===== config.mk =====
export PLATFORM = sky130hd
export DESIGN_NAME = regfile_bypass_sb
export DESIGN_NICKNAME = d
export VERILOG_FILES = /design/src/rtl/regfile_bypass_sb.sv
export SDC_FILE = /design/constraint.sdc
export NUM_CORES = 2
export LEC_CHECK = 0
export BUFFER_PORTS_ARGS = -buffer_cell sky130_fd_sc_hd__buf_2
export CAP_MARGIN = 10
export CELL_PAD_IN_SITES_DETAIL_PLACEMENT = 1
export CELL_PAD_IN_SITES_GLOBAL_PLACEMENT = 2
export CORE_UTILIZATION = 50
export CTS_CLUSTER_DIAMETER = 100
export DETAILED_ROUTE_END_ITERATION = 16
export PLACE_DENSITY = 0.93
export SLEW_MARGIN = 20
export SYNTH_ARGS = -nofsm -noshare
export SYNTH_HDL_FRONTEND = slang
export SYNTH_SLANG_ARGS = --single-unit

===== constraint.sdc =====
create_clock -name clk -period 6.9 [get_ports clk]
set_input_delay 1.38 -clock clk [delete_from_list [all_inputs] [get_ports clk]]
set_output_delay 1.38 -clock clk [all_outputs]
set_load 0.01 [all_outputs]

===== src/rtl/regfile_bypass_sb.sv =====
// Parametrised register file: N_READ combinational read ports, one write port,
// write-to-read bypass, optional hardwired zero register and a busy scoreboard.
module regfile_bypass_sb #(
    parameter int unsigned DATA_W   = 32,
    parameter int unsigned ADDR_W   = 5,
    parameter int unsigned N_READ   = 2,
    parameter int unsigned ZERO_REG = 1
) (
    input  logic                       clk,
    input  logic                       rst_n,
    input  logic                       wr_en,
    input  logic [ADDR_W-1:0]          wr_addr,
    input  logic [DATA_W-1:0]          wr_data,
    input  logic [N_READ*ADDR_W-1:0]   rd_addr,
    output logic [N_READ*DATA_W-1:0]   rd_data,
    output logic [N_READ-1:0]          rd_busy,
    input  logic                       busy_set,
    input  logic [ADDR_W-1:0]          busy_addr,
    output logic [(2**ADDR_W)-1:0]     busy_vec
);

    localparam int unsigned DEPTH = 2**ADDR_W;

    logic [DATA_W-1:0] mem_q [DEPTH];
    logic [DEPTH-1:0]  busy_q, busy_d;
    logic              wr_ok;
    logic              set_ok;
    logic [ADDR_W-1:0] ra;

    assign wr_ok  = wr_en    && !((ZERO_REG != 0) && (wr_addr   == '0));
    assign set_ok = busy_set && !((ZERO_REG != 0) && (busy_addr == '0));

    always_ff @(posedge clk or negedge rst_n) begin
        if (!rst_n) begin
            for (int unsigned i = 0; i < DEPTH; i++) begin
                mem_q[i] <= '0;
            end
        end else if (wr_ok) begin
            mem_q[wr_addr] <= wr_data;
        end
    end

    // Set is applied after clear so a producer issued as the old one retires keeps the bit.
    always_comb begin
        busy_d = busy_q;
        if (wr_en) begin
            busy_d[wr_addr] = 1'b0;
        end
        if (set_ok) begin
            busy_d[busy_addr] = 1'b1;
        end
    end

    always_ff @(posedge clk or negedge rst_n) begin
        if (!rst_n) begin
            busy_q <= '0;
        end else begin
            busy_q <= busy_d;
        end
    end

    assign busy_vec = busy_q;

    // Reset forces outputs low so a write strobe held during reset cannot leak through the bypass.
    always_comb begin
        rd_data = '0;
        rd_busy = '0;
        ra      = '0;
        for (int unsigned k = 0; k < N_READ; k++) begin
            ra = rd_addr[k*ADDR_W +: ADDR_W];
            if (!rst_n || ((ZERO_REG != 0) && (ra == '0))) begin
                rd_data[k*DATA_W +: DATA_W] = '0;
                rd_busy[k]                  = 1'b0;
            end else if (wr_ok && (wr_addr == ra)) begin
                rd_data[k*DATA_W +: DATA_W] = wr_data;
                rd_busy[k]                  = 1'b0;
            end else begin
                rd_data[k*DATA_W +: DATA_W] = mem_q[ra];
                rd_busy[k]                  = busy_q[ra];
            end
        end
    end

endmodule


==> out/metrics.csv <==
metric;value;unit
wirelength_met1;77.09;mm
fmax;172.5;MHz
cts_tree;yes;
vias;39370;
hold_violations;0;
fin_worst_skew;0;ns
top_layer_used;met5;
ys_warn_count;0;
ys_ff_latch;1056;
synth-async-reset-ratio;100.0;%
grt_overflow;0;
vias_per_cell;7.316;
drive_gt1_share;51.68;%
wl_met2;94.46;mm
powerDensity;300.8;mW/mm²
antenna_found_initial;15;
p_switching;0.005481;W
synth_ff_type;dfrtp_1;
tightest_slew;1.234;ns
postCtsHoldBufs;0;
dieWidth;338.3;µm
status;completed;
areaGrowthSynthToFinish;10.73;%
max_slew_margin;17.60;%
synth.distinct_cells;56;
netlist_instances;3818;
path_clk_slew;0.06;ns
end_kind;output port;
ant_nets;0;
coreArea;0.1123;mm²
startpoint_type;input port;
ir_drop;0.0002448;V
power_frac_comb;21.1;%
timing.final.crit_period;5.795;ns
die_area;0.1145;mm²
power_frac_clock;34.3;%
cp_max_fo;25;
hold_class;flip-flop to flip-flop;
maxCapViolations;0;
synth.avg_cell_area;14.81;µm²
cts_made_buffers;113;
drt-total-wl;209.1;mm
cts.path.max_buffers;3;
io_buffers;153;
top_level_ports;154;
final_nets;3842;
power;0.01884;W
power_switching_share;29.09;%
first_iter_violations;4961;
post-dp-hpwl;124.9;mm
globalplace.congestion;0.8758;
chipHeight;338.3;µm
fillers;10444;
final_common_cell;dfrtp_1;
grt_max_degree;173;
post_drt_wl_per_cell;38.86;µm
cts_setup_buffers;0;
dr.pass1.iters;5;
grt_usage;36.95;%
fin_setup_tns;0;ns
cp.arrival;4.42;ns
setup-violations-final;0;
initial_utilization;50.34;%
final_cell_mix;dfrtp_1, mux2_2, mux4_2, mux2i_1, nand2_1;
seqPwrFrac;44.6;%
grt_pass1_wl;309.9;mm
syn_area;0.05656;mm²
rows;123;
period_share;83.99;%
criticalPathCategory;input port to output port;
cts_sinks;1056;
power.internal;0.01336;W
cts_resized;0;
power_leakage;27.24;nW
worstSkewPairLatency;0.72;ns
rsz0062_at_grt;false;
reg2reg_slack;5.95;ns
slew_viol_final;0;
wl_met3;23.57;mm
synth_seq_area_share;46.72;%
route.detailed.drc;0;
cts_root_buffer;clkbuf_16;
grt_pass1_vias;42665;
synth.net_count;3874;
worstPathRequired;5.52;ns
synth_edf_count;0;
cts_max_level;3;
[power groups by stage]
stage	clock network (W)	logic, W	registers, W
2_1_floorplan	0	0.00280	0.00805
3_3_place_gp	0	0.00367	0.00827
3_5_place_dp	0	0.00383	0.00841
4_1_cts	0.00648	0.00393	0.00836
5_1_grt	0.00671	0.00416	0.00852
6_report	0.00647	0.00397	0.00840
[state kept, by name (all words and copies together) (netlist names)]
signal / flops
busy_vec: 32
mem_q: 1024
[final timing paths]
check	startpoint	to	depth (start not counted)
setup / recovery	rd_addr[7]	rd_data[33]	9
hold / removal	mem_q[998]	mem_q[998]	0
setup reg to reg	busy_vec[0]	busy_vec[0]	1
hold reg to reg	mem_q[998]	mem_q[998]	0
max in group asynchronous	rst_n	mem_q[691]	4
min in group asynchronous	rst_n	mem_q[273]	1
[logic make-up after synthesis]
logic type / synth area share [%]
AND/OR/NAND/NOR: 2.201
multiplexers: 42.00
buffers and inverters: 3.790
XOR/XNOR: 0.1548
AO/OA/AOI/OAI: 5.137
flip-flops: 46.72
[critical path: stages]
cell,delay [ns]
clkbuf_8,0.24
inv_4,0.48
buf_4,0.42
mux2i_1,0.16
mux2_2,0.30
a2111oi_1,0.88
buf_4,0.27
a21o_1,0.08
buf_2,0.12
[metrics by stage]
step	cell area (µm²)	cells	setup slack, ns	hold slack [ns]	utilization, %
2_1_floorplan	56560	3818	2.470	0.4413	-
3_3_place_gp	58550	5164	1.148	0.3784	52.12
3_5_place_dp	58690	5169	1.198	0.3857	52.24
4_1_cts	62570	5374	1.009	0.3983	55.69
5_1_grt	62620	5376	1.062	0.4108	55.73
6_report	62630	5381	1.105	0.3987	55.75
[synth_stat cells, drive strengths merged, types with 19 or more instances]
library cell	instances	area share (%)
dfrtp	1056	47
mux2	1007	20
mux4	468	19
clkbuf	233	1.5
buf	205	2.2
mux2i	187	3.3
nand2	168	1.1
o22ai	52	0.58
a22o	39	0.60
a211oi	38	0.50
o221ai	38	0.59
o21ai	35	0.31
a22oi	34	0.45
a32o	33	0.58
a221o	32	0.57
nor2	25	0.17
nand4	21	0.23
o22a	20	0.31
a21oi	19	0.17
[layout make-up]
cell class                 count  area, µm²  area share [%]
sequential                  1056      26430           42.19
clock inverter                40      503.0          0.8031
antenna                        5      12.51         0.01998
multi-input combinational   2320      28220           45.07
clock buffer                 165       3381           5.398
timing repair buffer         291       2187           3.492
inverter                       4      17.52         0.02797
tap                         1500       1877           2.997
[layer usage]
metal	global-route usage, %	up-vias
met5	0	-
met4	21.30	20
met1	48.02	21090
met3	11.03	821
li1	-	14778
met2	55.31	2661
No activity file was read; power rests on OpenSTA's default activity.
